==> src/rtl/sd_avs_arbiter.sv <==
// N-master Avalon arbiter in front of the single driver_sd slave (4-word register window).
// One transaction in flight; disabled masters and out-of-window addresses are completed locally.
module sd_avs_arbiter #(
    parameter int NUM_MASTERS  = 2,
    parameter int ADDR_W       = 32,
    parameter int DATA_W       = 32,
    parameter int SLAVE_ADDR_W = 2,
    parameter int READ_LATENCY = 1,
    parameter int RR_MODE      = 0
) (
    input  logic                          clk_sys,
    input  logic                          rst,
    input  logic [NUM_MASTERS-1:0]        m_enable,
    input  logic [NUM_MASTERS*ADDR_W-1:0] m_address,
    input  logic [NUM_MASTERS-1:0]        m_read,
    input  logic [NUM_MASTERS-1:0]        m_write,
    input  logic [NUM_MASTERS*DATA_W-1:0] m_writedata,
    output logic [NUM_MASTERS*DATA_W-1:0] m_readdata,
    output logic [NUM_MASTERS-1:0]        m_readdatavalid,
    output logic [NUM_MASTERS-1:0]        m_waitrequest,
    output logic [SLAVE_ADDR_W-1:0]       driver_sd_avs_address,
    output logic                          driver_sd_avs_read,
    output logic                          driver_sd_avs_write,
    output logic [DATA_W-1:0]             driver_sd_avs_writedata,
    input  logic [DATA_W-1:0]             driver_sd_avs_readdata,
    input  logic                          driver_sd_avs_waitrequest
);

    localparam int GW = (NUM_MASTERS > 1) ? $clog2(NUM_MASTERS) : 1;

    typedef enum logic [1:0] {IDLE, ISSUE, RDWAIT, RESP} state_t;

    state_t                          r_state;
    logic [GW-1:0]                   r_last_grant;
    logic [NUM_MASTERS-1:0]          r_gnt_oh;
    logic [SLAVE_ADDR_W-1:0]         r_addr;
    logic [DATA_W-1:0]               r_wdata;
    logic                            r_is_write;
    logic [1:0]                      r_lat;
    logic [NUM_MASTERS*DATA_W-1:0]   r_readdata;
    logic [NUM_MASTERS-1:0]          r_rvalid;

    logic [NUM_MASTERS-1:0]          w_req;
    logic [31:0]                     w_base;
    logic [GW-1:0]                   w_grant;
    logic                            w_grant_vld;
    logic [NUM_MASTERS-1:0]          w_grant_oh;
    logic [ADDR_W-1:0]               w_sel_addr;
    logic [DATA_W-1:0]               w_sel_wdata;
    logic                            w_sel_write;
    logic                            w_sel_en;
    logic                            w_local;
    logic                            w_accept;
    logic                            w_issue;

    // A simultaneous read+write counts as a single write request
    assign w_req  = m_read | m_write;
    assign w_base = (RR_MODE != 0) ? (32'(r_last_grant) + 32'd1) : 32'd0;

    // Search order starts at w_base and wraps; fixed priority is simply base 0
    always_comb begin
        w_grant     = '0;
        w_grant_vld = 1'b0;
        w_grant_oh  = '0;
        for (int unsigned k = 0; k < NUM_MASTERS; k++) begin
            for (int unsigned i = 0; i < NUM_MASTERS; i++) begin
                if (!w_grant_vld && w_req[i] && (i == (w_base + k) % NUM_MASTERS)) begin
                    w_grant       = GW'(i);
                    w_grant_vld   = 1'b1;
                    w_grant_oh[i] = 1'b1;
                end
            end
        end
    end

    always_comb begin
        w_sel_addr  = '0;
        w_sel_wdata = '0;
        w_sel_write = 1'b0;
        w_sel_en    = 1'b0;
        for (int unsigned i = 0; i < NUM_MASTERS; i++) begin
            if (w_grant_oh[i]) begin
                w_sel_addr  = m_address[i*ADDR_W +: ADDR_W];
                w_sel_wdata = m_writedata[i*DATA_W +: DATA_W];
                w_sel_write = m_write[i];
                w_sel_en    = m_enable[i];
            end
        end
    end

    assign w_local  = !w_sel_en || (|(w_sel_addr >> (SLAVE_ADDR_W + 2)));
    assign w_accept = (r_state == IDLE) && w_grant_vld;
    assign w_issue  = (r_state == ISSUE);

    assign m_waitrequest = w_req & ~({NUM_MASTERS{r_state == IDLE}} & w_grant_oh);

    assign driver_sd_avs_read      = w_issue & ~r_is_write;
    assign driver_sd_avs_write     = w_issue & r_is_write;
    assign driver_sd_avs_address   = w_issue ? r_addr : '0;
    assign driver_sd_avs_writedata = w_issue ? r_wdata : '0;

    assign m_readdata      = r_readdata;
    assign m_readdatavalid = r_rvalid;

    always_ff @(posedge clk_sys) begin
        if (rst) begin
            r_state      <= IDLE;
            r_last_grant <= GW'(NUM_MASTERS - 1);
            r_gnt_oh     <= '0;
            r_addr       <= '0;
            r_wdata      <= '0;
            r_is_write   <= 1'b0;
            r_lat        <= '0;
            r_readdata   <= '0;
            r_rvalid     <= '0;
        end else begin
            r_rvalid   <= '0;
            r_readdata <= '0;
            case (r_state)
                IDLE: begin
                    if (w_accept) begin
                        r_last_grant <= w_grant;
                        r_gnt_oh     <= w_grant_oh;
                        r_addr       <= w_sel_addr[SLAVE_ADDR_W+1:2];
                        r_wdata      <= w_sel_wdata;
                        r_is_write   <= w_sel_write;
                        if (!w_local) begin
                            r_state <= ISSUE;
                        end else if (!w_sel_write) begin
                            // Local read answers with the zero readdata left by the default above
                            r_rvalid <= w_grant_oh;
                            r_state  <= RESP;
                        end
                    end
                end
                ISSUE: begin
                    if (!driver_sd_avs_waitrequest) begin
                        if (r_is_write) begin
                            r_state <= IDLE;
                        end else begin
                            r_lat   <= 2'(READ_LATENCY - 1);
                            r_state <= RDWAIT;
                        end
                    end
                end
                RDWAIT: begin
                    if (r_lat == 2'd0) begin
                        r_rvalid <= r_gnt_oh;
                        for (int unsigned i = 0; i < NUM_MASTERS; i++) begin
                            r_readdata[i*DATA_W +: DATA_W] <= {DATA_W{r_gnt_oh[i]}} & driver_sd_avs_readdata;
                        end
                        r_state <= RESP;
                    end else begin
                        r_lat <= r_lat - 2'd1;
                    end
                end
                RESP:    r_state <= IDLE;
                default: r_state <= IDLE;
            endcase
        end
    end

endmodule

==> config.mk <==
export PLATFORM = sky130hd
export DESIGN_NAME = sd_avs_arbiter
export DESIGN_NICKNAME = d
export VERILOG_FILES = /design/src/rtl/sd_avs_arbiter.sv
export SDC_FILE = /design/constraint.sdc
export NUM_CORES = 1
export LEC_CHECK = 0
export CAP_MARGIN = 0
export CORE_UTILIZATION = 33
export CTS_CLUSTER_DIAMETER = 50
export CTS_CLUSTER_SIZE = 8
export DETAILED_ROUTE_END_ITERATION = 8
export GPL_ROUTABILITY_DRIVEN = 0
export HOLD_SLACK_MARGIN = 0.03
export PLACE_DENSITY = 0.74
export SLEW_MARGIN = 10
export SYNTH_ARGS = -nofsm -noshare
export SYNTH_HDL_FRONTEND = slang
export SYNTH_SLANG_ARGS = --single-unit
export TNS_END_PERCENT = 50
==> constraint.sdc <==
create_clock -name clk_sys -period 1.3 [get_ports clk_sys]
set_input_delay 0.26 -clock clk_sys [delete_from_list [all_inputs] [get_ports clk_sys]]
set_output_delay 0.26 -clock clk_sys [all_outputs]
set_load 0.01 [all_outputs]
---- After elaboration in Yosys (flattened, before gate mapping) ----
Cells that the tools add are included.
cells by class
  add/sub/neg operators ................... 1
  eq/ne operators ......................... 9
  mux-type cells .......................... 29
  bitwise logic cells ..................... 11
  reductions and logical operators ........ 13
operators by type and width
  kind                                                 count
  2-to-1 mux 32 bit                                    5
  AND 32 bit                                           2
  2-to-1 mux 2 bit                                     14
  OR reduction 28 bit                                  1
  inequality test 2 bit, second input constant         5
  case mux 2 bit (2 select lines)                      2
  case mux 2 bit (4 select lines)                      1
  AND reduction 4 bit                                  2
  2-to-1 mux 1 bit                                     7
  AND 2 bit                                            2
  equality test 2 bit, second input constant           2
  zero test 2 bit                                      2
  inequality test 3 bit, second input constant         1
  inverter 1 bit                                       3
  OR reduction 3 bit                                   1
  AND 1 bit                                            2
  equality test 2 x 1 -> 1 bit, second input constant  1
  logical AND 1 bit                                    2
  zero test 1 bit                                      2
  inverter 2 bit                                       1
  OR 2 bit                                             1
  AND reduction 2 bit                                  1
  nonzero test 2 bit                                   1
  subtractor 2 x 1 -> 2 bit, second input constant     1
  logical OR 1 bit                                     1
word-level totals
  register bits ........................... 107
  input port bits ......................... 169
  output and inout bits ................... 104
  logic and storage cells ................. 71

---- Logic depth before layout (Yosys ltp) ----
Gate-level depths: netlist of the first run.
  word-level depth ........................ 11
  gate-level depth with buffers ........... 8
  gate-level depth less buffers ........... 7

---- Least setup slack after synthesis of the first run ----
No wires, ideal clock.
  path kind ............................... reg-to-output
  start ................................... reg r_state[0]
  end ..................................... out m_waitrequest[1]
  arrival time ............................ 1.158 ns
  required time ........................... 1.040 ns
  setup slack ............................. -0.118 ns
  stages on the path, launching flop included .. 5
  path buffers ............................ 2
  cell sequence ........................... dfxtp_1 buf_6 nor2_2 clkbuf_1 a21oi_1
on the way
  longest elaborated chain between the ends .. 4
RTL lines
  element                 line  source
  start, declared         33    state_t r_state;
  start signal, assigned  107   r_state <= IDLE;
  start signal, assigned  128   r_state <= ISSUE;
  start signal, assigned  132   r_state <= RESP;
  zero test 2 bit         --
  AND 2 bit               95    assign m_waitrequest = w_req & ~({NUM_MASTERS{r_state == IDLE}} & w_grant_oh);
  inverter 2 bit          95
  AND 2 bit               95
  end, declared           20    output logic [NUM_MASTERS-1:0] m_waitrequest,
No other way between the ends.

---- Final worst setup path of the first run ----
  start ................................... reg r_state[1]
  end ..................................... out driver_sd_avs_writedata[20]
on the way
  longest elaborated chain between the ends .. 2
RTL lines
  element                       line  source
  equality test 2 x 1 -> 1 bit  93    assign w_issue = (r_state == ISSUE);
  2-to-1 mux 32 bit             100   assign driver_sd_avs_writedata = w_issue ? r_wdata : '0;
  end, declared                 24    output logic [DATA_W-1:0] driver_sd_avs_writedata,
No other way between the ends.

==> reports/qor_table.md, run 1 <==
| Parameter | Value | Unit |
|:---|:---|:---|
| Status | complete, but fails checks | - |
| Violations in the final reports | setup timing | - |
| Vert. Die Dim | 114.8 | µm |
| Drt drc | 0 | - |
| Most instantiated flip-flop cell in the synthesis netlist | dfxtp_1 | - |
| Overall die width | 114.8 | µm |
| Proportion of power drawn by flip-flops and latches | 0.389 | - |
| DRC violation total after the first TritonRoute iteration | 195 | - |
| Yosys reg bits | 107 | - |
| Part of the power in the clock network | 0.294 | - |
| R2R setup slack | -0.26 | ns |
| Final net count | 924 | - |
| Worst Setup End Kind | primary output | - |
| Number of vias per cell after detailed routing | 4.901 | - |
| Global-route wire length before repair | 22380 | µm |
| Post-Synthesis Mean Instance Area | 9.358 | µm² |
| Reported net switching power | 2744 | µW |
| Slew at the pin closest to its max-slew limit | 0.3313 | ns |
| Post-cts hold buffer count | 0 | - |
| Worst vdd ir | 0.6383 | mV |
| Hold WS | 0.3620 | ns |
| Pin count of the biggest net entering global routing | 33 | - |
| Placeable Area | 12210 | µm² |
| Clock tree from TritonCTS | done | - |
| Setup-failing EPs final | 101 | - |
| Vias after detailed routing | 4543 | - |
| Share of the yosys chip area belonging to registers | 0.5098 | - |
| Share of the cycle needed by the critical path after routing | 1.268 | - |
| Via count of the first global-routing pass | 4588 | - |
| Final setup TNS | -16.76 | ns |
| Setup repair after global routing missed its margin | true | - |
| Antenna violations before repair | 0 | - |
| Root cell of the clock tree | clkbuf_16 | - |
| DP Cell Count | 886 | - |
| Final number of hold-violating endpoints | 0 | - |
| Maximum clock frequency | 606.7 | MHz |
| Internal power | 6799 | µW |
| Final routed wirelength across all metal layers | 16220 | µm |
| Count of flip-flops with a built-in enable after synthesis | 0 | - |
| Leakage Power | 0.003631 | µW |
| Number of buffers added by the clock tree synthesis step | 9 | - |
| Gate power share | 0.317 | - |
| Gate count after technology mapping | 449 | - |
| Global-route total usage across every layer | 0.2229 | - |
| DP HPWL | 10770 | µm |
| Total number of H-tree levels | 3 | - |
| Ports placed on the boundary | 273 | - |
| Antenna-violating nets left | 0 | - |
| Syn Nets | 619 | - |
| Number of max-cap violations | 0 | - |
| Required time at the worst-slack endpoint | 1.04 | ns |
| Fraction of synthesis flops using an asynchronous set or reset pin | 0 | - |
| Share of post-route cells with drive strength above 1 | 0.3439 | - |
| Number of clock sinks seen by CTS | 107 | - |
| Worst slew margin relative to its limit | 0.7784 | - |
| Clock transition time at the flip-flop clock pins of the worst setup and hold paths | 0.07 | ns |
| Drt wl/cell | 17.50 | µm |
| Switching Share | 0.2876 | - |
| Final critical-path setup slack | -0.3482 | ns |
| Worst setup SP type | register | - |
| Hold crit path type | in -> reg | - |
| Power per cell area | 1150 | nW/µm² |
| Shortest period the worst path allows | 1.648 | ns |
| Synthesized cell area | 4202 | µm² |
| Post-route clock skew | 0.004471 | ns |
| Largest buffer count on any clock path | 2 | - |
| Die ar. | 13190 | µm² |
| Starting Density | 0.3441 | - |
| Count of buffers inserted at the top-level ports | 268 | - |
| Non-filler cells in the finished layout | 927 | - |
| Antenna diode count | 0 | - |
| Detailed Routing Iterations Pass 1 | 4 | - |
| Area grow syn2layout | 97.56 | % |
| Floorplan row count | 40 | - |
| Number of distinct standard cells referenced by the synthesized netlist | 34 | - |
| Arrival time at the worst endpoint | 1.39 | ns |
| Final slew viol count | 0 | - |
| Crit-path max FO | 4 | - |
| CP Class | reg -> out | - |
| Filler cell count in the final layout | 1015 | - |
| Synthesis warning total | 0 | - |
| Remaining Overflow, GRT | 0 | - |
| Latest clock arrival within the worst-skew pair | 0.34 | ns |
[layout make-up]
class                      count  area [µm²]  area share
sequential                   107        2147      0.2587
tap                          168       210.2     0.02532
clock inverter                 6       72.57    0.008743
timing repair buffer         326        3363      0.4052
multi-input combinational    307        2257      0.2719
inverter                       3       11.26    0.001357
clock buffer                  10       239.0     0.02879
[cell usage after synthesis, types with 2 or more instances]
library cell	n	area, µm²
a21oi_1	10	50.05
clkbuf_1	24	90.09
nand2b_1	34	212.7
nand2_1	8	30.03
nor2_1	83	311.6
dfxtp_1	107	2142
o32a_1	2	20.02
inv_1	3	11.26
a211oi_1	15	112.6
nor2_2	22	137.6
nand4_1	4	25.02
and2_1	35	219.0
buf_2	3	15.01
a21o_1	2	15.01
nor4_1	15	93.84
o21ai_0	3	15.01
buf_6	6	67.56
nor2_4	2	22.52
a22oi_1	4	30.03
or3_1	3	18.77
o22ai_1	32	200.2
a211oi_2	20	250.2
[repair_timing]
item / CTS / global route
gates cloned: 4 / 8
setup buffers: 12 / 1
setup endpoints to repair: 151 / 144
pin swaps: 41 / 58
resized for setup: 329 / 118
[path summary, 6_finish.rpt]
kind,start,endpoint,cells past startpoint
min,m_read[0],m_readdatavalid[0]$_SDFF_PP0_,4
max,r_state[1]$_SDFFE_PP0P_,driver_sd_avs_writedata[20],5
min reg2reg,r_lat[1]$_SDFFE_PP0P_,r_lat[1]$_SDFFE_PP0P_,2
max reg2reg,r_state[1]$_SDFFE_PP0P_,r_lat[1]$_SDFFE_PP0P_,6
[metal layers]
layer	vias to the layer above	routed length [µm]	track usage	part of all wire
li1	2180	-	-	-
met2	197	8808	0.4372	0.54
met3	34	968	0.04428	0.060
met4	0	504	0.1065	0.031
met5	-	0	0	0
met1	2132	5937	0.2240	0.37
[layout by cell type, fill, tap and decap left out, drive strengths merged, types with 8 or more instances in the layout]
master and count:
a211oi 35, a21oi 10, and2 35, buf 91
clkbuf 18, clkdlybuf4s50 110, dfxtp 107, dlygate4sd2 104
dlymetal6s2s 8, nand2 8, nand2b 35, nor2 108
nor4 15, o22ai 32
[stage by stage]
stage	instance area [µm²]	power [µW]	utilization	setup WS, ns
final	8300	9543	0.6797	-0.3482
after CTS	7707	9149	0.6311	-0.3235
after global placement	7246	5925	0.5933	-0.9914
after detailed placement	7246	5989	0.5933	-1.060
after global routing	8300	9924	0.6797	-0.3913
after floorplan	4210	4867	-	-0.07248
[flip-flops by register name, indices dropped and copies added (netlist names)]
name	flops
r_wdata	32
m_readdata	64
r_state	2
r_gnt_oh	2
m_readdatavalid	2
r_is_write	1
r_addr	2
r_lat	2
[power by group through the flow]
stage	logic [µW]	registers, µW	clock network (µW)
after global routing	3200	3730	2990
after CTS	2600	3690	2860
after detailed placement	2240	3750	0
after global placement	2180	3740	0
after floorplan	1140	3730	0
final	3030	3710	2810
[critical path, cell delays in order, from the launching register on]
cell	delay, ns
dfxtp_4	0.37
nor2b_4	0.13
buf_6	0.16
clkbuf_16	0.16
and2_4	0.13
buf_6	0.09
[kinds of logic after synthesis]
logic type                 after synthesis  share of synthesized area
DFF                                    107                     0.5098
and+or+nand+nor                        214                     0.2713
adders and majority gates                1                   0.002977
buffers and inverters                   36                    0.04377
AOI/OAI and AO/OA                       91                     0.1721
Power figures use the tool's default switching activity.
==> run 2: changes to the inputs <==
- HOLD_SLACK_MARGIN: 0.03 -> default
==> results of run 2 <==
The final DEF is identical to that of run 1; final timing and power are the same.
